### src/rtl/sba_mem_arbiter_pkg.sv
// Shared types for the dmem arbiter that sits between the rv32 M stage and debug system-bus access.
package sba_mem_arbiter_pkg;

  localparam int unsigned SBA_ADDR_W       = 32;
  localparam int unsigned SBA_DATA_W       = 32;
  localparam int unsigned SBA_STARVE_LIMIT = 16;

  typedef enum logic [1:0] {
    IDLE = 2'd0,
    ARB  = 2'd1,
    RESP = 2'd2
  } sba_state_t;

  typedef struct packed {
    logic                  write;
    logic [SBA_ADDR_W-1:0] addr;
    logic [SBA_DATA_W-1:0] wdata;
  } sba_req_t;

  typedef struct packed {
    logic                  err;
    logic [SBA_DATA_W-1:0] rdata;
  } sba_rsp_t;

  // Only word accesses are supported.
  function automatic logic isMisaligned(input logic [SBA_ADDR_W-1:0] addr);
    return addr[1:0] != 2'b00;
  endfunction

endpackage

### src/rtl/sba_mem_arbiter_if.sv
// System-bus access request/response channel between the debug module (master) and the arbiter (slave).
interface sba_mem_arbiter_if;
  import sba_mem_arbiter_pkg::*;

  logic                  SbReqValid;
  logic                  SbReqReady;
  logic                  SbWrite;
  logic [SBA_ADDR_W-1:0] SbAddr;
  logic [SBA_DATA_W-1:0] SbWData;
  logic                  SbRspValid;
  logic                  SbRspReady;
  logic [SBA_DATA_W-1:0] SbRData;
  logic                  SbErr;

  modport master (
    output SbReqValid, SbWrite, SbAddr, SbWData, SbRspReady,
    input  SbReqReady, SbRspValid, SbRData, SbErr
  );

  modport slave (
    input  SbReqValid, SbWrite, SbAddr, SbWData, SbRspReady,
    output SbReqReady, SbRspValid, SbRData, SbErr
  );

endinterface

### src/rtl/sba_mem_arbiter.sv
// Shares the single dmem port between the CPU M stage and one in-flight debug SBA transaction.
// Optional starvation breaker: define SBA_STALL_EN to force a CPU stall after STARVE_LIMIT denied cycles.
module sba_mem_arbiter
  import sba_mem_arbiter_pkg::*;
#(
  parameter int unsigned ADDR_WIDTH   = SBA_ADDR_W,
  parameter int unsigned DATA_WIDTH   = SBA_DATA_W,
  parameter int unsigned STARVE_LIMIT = SBA_STARVE_LIMIT
) (
  input  logic                  sysclk,
  input  logic                  sys_reset,
  input  logic [ADDR_WIDTH-1:0] DataAdrM,
  input  logic [DATA_WIDTH-1:0] WriteDataM,
  input  logic                  MemWriteM,
  input  logic                  CpuMemReqM,
  input  logic                  DebugMode,
  output logic [DATA_WIDTH-1:0] ReadDataM,
  output logic                  CpuStall,
  sba_mem_arbiter_if.slave      sb,
  output logic                  MemWe,
  output logic [ADDR_WIDTH-1:0] MemAdr,
  output logic [DATA_WIDTH-1:0] MemWData,
  input  logic [DATA_WIDTH-1:0] MemRData
);

  sba_state_t state, stateNext;
  sba_req_t   reqQ, reqNext;
  sba_rsp_t   rspQ, rspNext;
  logic       forceStall;
  logic       grant;
  logic       debugAccess;

  assign grant = DebugMode | ~CpuMemReqM | forceStall;

`ifdef SBA_STALL_EN
  localparam int unsigned CNT_W = $clog2(STARVE_LIMIT + 1);

  logic [CNT_W-1:0] starveCnt;

  assign forceStall = (state == ARB) && (starveCnt == CNT_W'(STARVE_LIMIT));
  assign CpuStall   = forceStall;

  // Counts denied ARB cycles; cleared when the access is finally granted.
  always_ff @(posedge sysclk or negedge sys_reset) begin
    if (!sys_reset) begin
      starveCnt <= '0;
    end else if (state == ARB) begin
      if (grant) begin
        starveCnt <= '0;
      end else if (starveCnt != CNT_W'(STARVE_LIMIT)) begin
        starveCnt <= starveCnt + CNT_W'(1);
      end
    end
  end
`else
  logic unusedStarveLimit;

  assign unusedStarveLimit = ^STARVE_LIMIT;
  assign forceStall        = 1'b0;
  assign CpuStall          = 1'b0;
`endif

  // State and captured request/response registers.
  always_ff @(posedge sysclk or negedge sys_reset) begin
    if (!sys_reset) begin
      state <= IDLE;
      reqQ  <= '0;
      rspQ  <= '0;
    end else begin
      state <= stateNext;
      reqQ  <= reqNext;
      rspQ  <= rspNext;
    end
  end

  always_comb begin
    stateNext   = state;
    reqNext     = reqQ;
    rspNext     = rspQ;
    debugAccess = 1'b0;
    unique case (state)
      IDLE: begin
        if (sb.SbReqValid) begin
          reqNext.write = sb.SbWrite;
          reqNext.addr  = sb.SbAddr;
          reqNext.wdata = sb.SbWData;
          // Misaligned requests are answered with an error and never reach dmem.
          if (isMisaligned(sb.SbAddr)) begin
            rspNext.err   = 1'b1;
            rspNext.rdata = '0;
            stateNext     = RESP;
          end else begin
            stateNext = ARB;
          end
        end
      end
      ARB: begin
        if (grant) begin
          debugAccess   = 1'b1;
          rspNext.err   = 1'b0;
          rspNext.rdata = reqQ.write ? '0 : SBA_DATA_W'(MemRData);
          stateNext     = RESP;
        end
      end
      RESP: begin
        if (sb.SbRspReady) begin
          stateNext = IDLE;
        end
      end
      default: stateNext = IDLE;
    endcase
  end

  // dmem port mux: the granted debug access replaces (and suppresses) the CPU access.
  assign MemWe    = debugAccess ? reqQ.write : MemWriteM;
  assign MemAdr   = debugAccess ? ADDR_WIDTH'(reqQ.addr) : DataAdrM;
  assign MemWData = debugAccess ? DATA_WIDTH'(reqQ.wdata) : WriteDataM;

  assign ReadDataM = MemRData;

  assign sb.SbReqReady = (state == IDLE);
  assign sb.SbRspValid = (state == RESP);
  assign sb.SbRData    = rspQ.rdata;
  assign sb.SbErr      = rspQ.err;

endmodule
### src/flat_wrapper.sv
// flat-port wrapper written by rule: the top's interface ports become plain ports
module sba_mem_arbiter_flat import sba_mem_arbiter_pkg::*;
#(
  parameter int unsigned ADDR_WIDTH   = SBA_ADDR_W,
  parameter int unsigned DATA_WIDTH   = SBA_DATA_W,
  parameter int unsigned STARVE_LIMIT = SBA_STARVE_LIMIT
)
  (sysclk, sys_reset, DataAdrM, WriteDataM, MemWriteM, CpuMemReqM, DebugMode, ReadDataM, CpuStall, MemWe, MemAdr, MemWData, MemRData, sb_SbReqValid, sb_SbWrite, sb_SbAddr, sb_SbWData, sb_SbRspReady, sb_SbReqReady, sb_SbRspValid, sb_SbRData, sb_SbErr);
  sba_mem_arbiter_if sb_i ();
  input  logic sysclk;
  input  logic sys_reset;
  input  logic [ADDR_WIDTH-1:0] DataAdrM;
  input  logic [DATA_WIDTH-1:0] WriteDataM;
  input  logic MemWriteM;
  input  logic CpuMemReqM;
  input  logic DebugMode;
  output logic [DATA_WIDTH-1:0] ReadDataM;
  output logic CpuStall;
  output logic MemWe;
  output logic [ADDR_WIDTH-1:0] MemAdr;
  output logic [DATA_WIDTH-1:0] MemWData;
  input  logic [DATA_WIDTH-1:0] MemRData;
  input wire logic [$bits(sb_i.SbReqValid)-1:0] sb_SbReqValid;
  input wire logic [$bits(sb_i.SbWrite)-1:0] sb_SbWrite;
  input wire logic [$bits(sb_i.SbAddr)-1:0] sb_SbAddr;
  input wire logic [$bits(sb_i.SbWData)-1:0] sb_SbWData;
  input wire logic [$bits(sb_i.SbRspReady)-1:0] sb_SbRspReady;
  output wire logic [$bits(sb_i.SbReqReady)-1:0] sb_SbReqReady;
  output wire logic [$bits(sb_i.SbRspValid)-1:0] sb_SbRspValid;
  output wire logic [$bits(sb_i.SbRData)-1:0] sb_SbRData;
  output wire logic [$bits(sb_i.SbErr)-1:0] sb_SbErr;
  assign sb_i.SbReqValid = sb_SbReqValid;
  assign sb_i.SbWrite = sb_SbWrite;
  assign sb_i.SbAddr = sb_SbAddr;
  assign sb_i.SbWData = sb_SbWData;
  assign sb_i.SbRspReady = sb_SbRspReady;
  assign sb_SbReqReady = sb_i.SbReqReady;
  assign sb_SbRspValid = sb_i.SbRspValid;
  assign sb_SbRData = sb_i.SbRData;
  assign sb_SbErr = sb_i.SbErr;
  sba_mem_arbiter #(.ADDR_WIDTH(ADDR_WIDTH), .DATA_WIDTH(DATA_WIDTH), .STARVE_LIMIT(STARVE_LIMIT)) u_core (.sysclk(sysclk), .sys_reset(sys_reset), .DataAdrM(DataAdrM), .WriteDataM(WriteDataM), .MemWriteM(MemWriteM), .CpuMemReqM(CpuMemReqM), .DebugMode(DebugMode), .ReadDataM(ReadDataM), .CpuStall(CpuStall), .sb(sb_i), .MemWe(MemWe), .MemAdr(MemAdr), .MemWData(MemWData), .MemRData(MemRData));
endmodule
### config.mk
export PLATFORM = sky130hd
export DESIGN_NAME = sba_mem_arbiter_flat
export DESIGN_NICKNAME = d
export VERILOG_FILES = /design/src/rtl/sba_mem_arbiter_pkg.sv /design/src/rtl/sba_mem_arbiter_if.sv /design/src/rtl/sba_mem_arbiter.sv /design/src/flat_wrapper.sv
export SDC_FILE = /design/constraint.sdc
export NUM_CORES = 1
export LEC_CHECK = 0
export CORE_ASPECT_RATIO = 1.25
export CORE_MARGIN = 5
export CORE_UTILIZATION = 41
export CTS_BUF_LIST = sky130_fd_sc_hd__clkbuf_16
export DETAILED_ROUTE_END_ITERATION = 12
export GPL_TIMING_DRIVEN = 0
export PLACE_DENSITY = 0.86
export SYNTH_ARGS = -nofsm -noshare
export SYNTH_HDL_FRONTEND = slang
export SYNTH_SLANG_ARGS = --single-unit
### constraint.sdc
create_clock -name sysclk -period 2.3 [get_ports sysclk]
set_clock_uncertainty 0.05 [all_clocks]
set_input_delay 0.23 -clock sysclk [delete_from_list [all_inputs] [get_ports sysclk]]
set_output_delay 0.23 -clock sysclk [all_outputs]
set_load 0.02 [all_outputs]
==> Implementation_results.wiki, run 1 <==
{| class="wikitable"
! Metric !! Value
|-
| Number of flip-flops and latches in the synthesized netlist || 100
|-
| Post-Place Setup Slack || -415 ps
|-
| Worst R2R Setup Slack || 480 ps
|-
| Met1 Wirelength || 5.80 mm
|-
| Synthesized instance count || 400
|-
| Area Overhead vs Synth || 68.2%
|-
| Global-route congestion overflow total || 0
|-
| Total number of placement rows || 45
|-
| Actual transition at the worst max-transition pin || 620 ps
|-
| Drc violations || 0
|-
| Sequential area share after synthesis || 0.484
|-
| Static leakage || 3.91 nW
|-
| Type of element launching the critical path || flip-flop
|-
| Clock network fraction of total power || 0.263
|-
| Slew Limit Fails || 0
|-
| Maximum number of pins on one net before global-route repair || 55
|-
| Wire length of the first global-routing pass || 25.3 mm
|-
| Post-synth top area share || 0.484
|-
| Largest cells by area after synthesis || dfrtp_1, mux2_2, mux2i_1
|-
| Share of final-layout standard cells stronger than drive strength 1 || 0.279
|-
| Synthesis Warnings || 0
|-
| Initial Utilization || 0.421
|-
| Fillcell total || 951
|-
| Number of distinct library cells after synthesis || 19
|-
| DR top layer || met4
|-
| Worst Setup Slack, final || 80.2 ps
|-
| Count of vias placed by the detailed router || 4,307
|-
| Nets in the synthesized netlist || 568
|-
| H-tree levels || 3
|-
| Total GRT Usage || 0.223
|-
| Syn Std Cell Area || 0.00516 sq mm
|-
| Full die area || 0.0150 sq mm
|-
| Worst Setup Path Type || reg2out
|-
| Total clock sinks || 100
|-
| Total Routed Length || 17.0 mm
|-
| Maximum clock path buffer count || 2
|-
| Number of nets still failing antenna checks after routing || 0
|-
| Boundary Pins || 301
|-
| Vias per inst || 4.88
|-
| Pwr/cell area || 702 mW/mm^2
|-
| Die Wd || 110 um
|-
| Net switching share of the total power || 0.288
|-
| Achievable frequency || 450 MHz
|-
| Die Height || 135 um
|-
| Post-DP HPWL || 13.8 mm
|-
| Internal power || 4.34 mW
|-
| Category of the worst setup path capture point || primary output
|-
| Commonest cells after routing, fill and taps aside || clkdlybuf4s50_1, mux2_2, dfrtp_1
|-
| Critical path data required time || 2020 ps
|-
| Count of antenna diodes in the layout || 0
|-
| Total net switching power || 1.76 mW
|-
| Average instance area after synthesis || 12.9 sq um
|-
| Minimum period implied by the final worst setup slack || 2220 ps
|-
| Setup-violating endpoint count in the final report || 0
|-
| Detail Route met3 WL || 1.70 mm
|-
| Combinational Power Share || 0.334
|-
| Final period utilization || 0.965
|-
| Most common cell after layout, fill and taps aside || clkdlybuf4s50_1
|-
| TritonCTS clock tree || done
|-
| Hold/Removal Path Class || in2async
|-
| Vias in the first global route || 4,830
|-
| Met2 WL || 8.97 mm
|-
| Utilization after layout || 0.708
|-
| Layout Nets || 881
|-
| Register clock-pin slew on the reported worst setup and hold paths || 70 ps
|-
| Synth area leader || dfrtp_1
|-
| WL/cell || 19.2 um
|-
| Final hold violation count || 0
|-
| Max-slew headroom at the worst pin || 0.587
|-
| Setup repair after global routing missed its margin || yes
|-
| Number of max-cap violations || 0
|-
| Routability cong. || 0.784
|-
| Outcome || finished, final reports clean
|-
| Clock buffer count from CTS || 9
|-
| Worst-path maximum fanout || 10
|-
| Peak ir drop on the vdd network || 0.354 mV
|-
| Data arrival time of the worst path || 1940 ps
|-
| Part of the total power dissipated in sequential elements || 0.403
|-
| Initial antenna violation count || 0
|-
| DR iter-0 viols || 60
|-
| Root Buffer Master || clkbuf_16
|-
| Count of buffers inserted at the top-level ports || 299
|-
| First-pass detailed-route iteration total || 4
|-
| Standard cell core area || 0.0123 sq mm
|-
| Later-pin clock latency in the skew report || 340 ps
|}
==> metrics by stage <==
stage | hold WS (ps) | cell area, sq um | power, mW | setup TNS (ps) | instances
finish | 417 | 8690 | 6.10 | 0 | 882
global route | 444 | 8690 | 6.41 | -4.50 | 882
CTS | 427 | 8660 | 6.15 | -4.95 | 881
detailed placement | 237 | 8390 | 4.61 | -21540 | 864
global placement | 414 | 8360 | 4.52 | -297290 | 863
floorplan | -116 | 5160 | 3.59 | 0 | 400
==> power groups by stage <==
stage | clock (mW) | sequential [mW] | combinational, mW
2_1_floorplan | 0 | 2.47 | 1.12
3_3_place_gp | 0 | 2.47 | 2.05
3_5_place_dp | 0 | 2.49 | 2.12
4_1_cts | 1.64 | 2.46 | 2.06
5_1_grt | 1.71 | 2.51 | 2.19
6_report | 1.60 | 2.46 | 2.04
==> final timing paths <==
| kind | depth (start not counted) | from | endpoint |
|---|---|---|---|
| setup / recovery | 5 | u_core.state[0]$_DFFE_PN0P_ | MemWData[30] |
| hold / removal | 2 | sys_reset | u_core.reqQ[19]$_DFFE_PN0P_ |
| setup reg to reg | 6 | u_core.state[1]$_DFFE_PN0P_ | u_core.sb.SbRData[23]$_DFFE_PN0P_ |
| hold reg to reg | 1 | u_core.state[1]$_DFFE_PN0P_ | u_core.state[0]$_DFFE_PN0P_ |
| max in group asynchronous | 3 | sys_reset | u_core.sb.SbRData[26]$_DFFE_PN0P_ |
| min in group sysclk | 1 | u_core.state[1]$_DFFE_PN0P_ | u_core.state[0]$_DFFE_PN0P_ |
==> area by class of cell <==
class,count,area [sq um],share of cell area
tap,164,205,0.0236
clock buffer,9,225,0.0259
sequential,100,2500,0.288
inverter,1,3.75,0.000432
multi-input combinational,238,2220,0.256
timing repair buffer,302,2960,0.340
buffer,61,479,0.0552
clock inverter,7,91.3,0.0105
==> repair_timing <==
action,in CTS,in global routing
resized for setup,74,7
setup endpoints to repair,65,64
setup buffers,0,1
hold buffers,1,0
endpoints found under the hold margin,46,0
cloned,0,0
==> cell usage after synthesis <==
library cell / count
nand2b_1: 34
buf_1: 1
dfrtp_1: 100
o221ai_1: 1
buf_4: 34
nand3b_1: 3
conb_1: 1
mux2i_1: 32
clkbuf_1: 7
inv_1: 1
mux2_2: 130
nor2_1: 2
o21ai_0: 22
or3b_1: 1
o21ai_1: 10
a21oi_1: 1
o2bb2ai_1: 1
buf_2: 10
buf_6: 9
==> logic make-up (layout without fill, tap and decap cells) <==
logic type | Yosys count | count (layout) | synth area share
buf+inv | 62 | 380 | 0.0853
other cells | 1 | 1 | 0.000726
flops | 100 | 100 | 0.484
simple gates | 40 | 40 | 0.0487
compound gates | 35 | 35 | 0.0354
mux | 162 | 162 | 0.345
==> per-layer routing <==
layer  vias up  global-route usage
li1       1992                   -
met1      2081               0.228
met2       202               0.413
met3        32              0.0711
met4         0              0.0856
met5         -                   0
==> critical path, stage by stage (launching register included) <==
cell	delay (ps)
dfrtp_1	420
nand3b_1	110
buf_6	170
buf_4	200
mux2_2	350
dlygate4sd2_1	330
==> flip-flops by register name, summed over array words and instances (netlist names) <==
name,flops
u_core.sb.SbErr,1
u_core.reqQ,65
u_core.sb.SbRData,32
u_core.state,2
Note: power is estimated with default switching activity, not from simulation.
==> inputs of run 2 (changes only) <==
CTS_BUF_LIST = not set   (was sky130_fd_sc_hd__clkbuf_16)
==> Implementation_results.wiki, run 2 (same netlist as run 1, synthesis figures left out) <==
{| class="wikitable"
! Metric !! Value
|-
| TritonCTS clock tree || done
|-
| Worst-path maximum fanout || 10
|-
| First-pass detailed-route iteration total || 4
|-
| Data arrival time of the worst path || 1960 ps
|-
| Critical path data required time || 2020 ps
|-
| Final period utilization || 0.972
|-
| Minimum period implied by the final worst setup slack || 2240 ps
|-
| Clock buffer count from CTS || 9
|-
| Boundary Pins || 301
|-
| Die Wd || 110 um
|-
| Hold/Removal Path Class || in2async
|-
| Full die area || 0.0150 sq mm
|-
| Layout Nets || 880
|-
| Tightest hold margin || 413 ps
|-
| Area occupied by multi-input gates || 0.00222 sq mm
|-
| Largest reg by FF count || u_core.reqQ
|-
| Setup-violating endpoint count in the final report || 0
|-
| Count of buffers added by post-CTS timing repair for setup || 0
|-
| Vias per inst || 4.88
|-
| Count of buffers inserted at the top-level ports || 299
|-
| Area used by sequential logic in the layout || 0.00250 sq mm
|-
| Total Routed Length || 17.0 mm
|-
| Peak ir drop on the vdd network || 0.363 mV
|-
| Share of final-layout standard cells stronger than drive strength 1 || 0.282
|-
| Register clock-pin slew on the reported worst setup and hold paths || 70 ps
|-
| Final cell count without fillers || 881
|-
| Most common cell after layout, fill and taps aside || clkdlybuf4s50_1
|-
| Max-slew headroom at the worst pin || 0.586
|-
| Final hold violation count || 0
|-
| Commonest cells after routing, fill and taps aside || clkdlybuf4s50_1, mux2_2, dfrtp_1
|-
| Total clock sinks || 100
|-
| Number of max-cap violations || 0
|-
| Outcome || finished, final reports clean
|-
| Number of flip-flops in the largest register || 65
|-
| Slew Limit Fails || 0
|-
| Setup repair after global routing missed its margin || yes
|-
| Type of element launching the critical path || flip-flop
|-
| Maximum number of pins on one net before global-route repair || 55
|-
| Drc violations || 0
|-
| Count of vias placed by the detailed router || 4,296
|-
| Static leakage || 3.91 nW
|-
| Initial antenna violation count || 0
|-
| H-tree levels || 3
|-
| Category of the worst setup path capture point || primary output
|-
| Total GRT Usage || 0.223
|-
| Post-DP HPWL || 13.8 mm
|-
| Wire length of the first global-routing pass || 25.4 mm
|-
| Fillcell total || 956
|-
| Total negative slack for setup checks || 0 ps
|-
| Later-pin clock latency in the skew report || 340 ps
|-
| Standard cell core area || 0.0123 sq mm
|-
| WL/cell || 19.3 um
|-
| Maximum clock path buffer count || 2
|-
| Total number of placement rows || 45
|-
| Worst R2R Setup Slack || 600 ps
|-
| Pwr/cell area || 709 mW/mm^2
|-
| Achievable frequency || 447 MHz
|-
| Vias in the first global route || 4,841
|-
| Die Height || 135 um
|-
| Root Buffer Master || clkbuf_16
|-
| Number of nets still failing antenna checks after routing || 0
|-
| Number of placed instances with taps included || 864
|-
| Global-route congestion overflow total || 0
|-
| Placed instance area || 0.00839 sq mm
|-
| Initial Utilization || 0.421
|-
| Routability cong. || 0.784
|-
| Worst Setup Path Type || reg2out
|-
| Area Overhead vs Synth || 68.3%
|-
| DR iter-0 viols || 61
|-
| Final instance area || 0.00869 sq mm
|-
| Count of antenna diodes in the layout || 0
|-
| Actual transition at the worst max-transition pin || 621 ps
|}
## run 2: area by class of cell
| type | count | share of cell area |
|---|---|---|
| Sequential cell | 100 | 0.288 |
| Clock buffer | 11 | 0.0291 |
| Clock inverter | 5 | 0.00964 |
| Multi-Input combinational cell | 238 | 0.256 |
| Buffer | 61 | 0.0551 |
| Timing Repair Buffer | 301 | 0.339 |
| Inverter | 1 | 0.000432 |
| Tap cell | 164 | 0.0236 |
## run 2: report_power, final
part / switching [mW] / leakage [nW] / internal, mW
Clock: 0.666 / 0.158 / 1.01
Combinational: 0.853 / 2.52 / 1.18
Sequential: 0.247 / 1.24 / 2.21
Total: 1.77 / 3.91 / 4.40
## run 2: metal layers
metal	vias to the layer above	share of wire	global-route usage	routed length (um)
met1	2076	0.34	0.227	5810
met2	202	0.53	0.417	9020
met5	-	0	0	0
met4	0	0.028	0.0835	476
met3	30	0.10	0.0711	1720
li1	1988	-	-	-
## run 2: worst max-delay path: stages (launching register included)
cell and delay [ps]:
dfrtp_1 420, nand3b_1 120, buf_6 180, buf_4 210, mux2_2 340, dlygate4sd2_1 330
## run 2: path summary, 6_finish.rpt
check	cells past startpoint	end	from
min in group sysclk	3	u_core.sb.SbRData[10]$_DFFE_PN0P_	MemRData[10]
min reg2reg	1	u_core.state[0]$_DFFE_PN0P_	u_core.state[1]$_DFFE_PN0P_
min	2	u_core.reqQ[19]$_DFFE_PN0P_	sys_reset
max in group asynchronous	3	u_core.sb.SbRData[26]$_DFFE_PN0P_	sys_reset
max reg2reg	6	u_core.sb.SbRData[12]$_DFFE_PN0P_	u_core.state[1]$_DFFE_PN0P_
max	5	MemAdr[31]	u_core.state[0]$_DFFE_PN0P_
## run 2: stage by stage
step	power (mW)	worst slack, ps	util
4_1_cts	6.23	-5.94	0.708
5_1_grt	6.48	-25.7	0.708
6_report	6.17	64.9	0.708
2_1_floorplan	3.59	767	-
3_5_place_dp	4.61	-415	0.683
3_3_place_gp	4.52	-2770	0.681
## run 2: repair_timing
item                                    4_1_cts  5_1_grt
resized for setup                            77        5
cloned                                        0        0
endpoints found under the setup margin       65       48
endpoints found under the hold margin        46        0
hold buffers                                  1        0
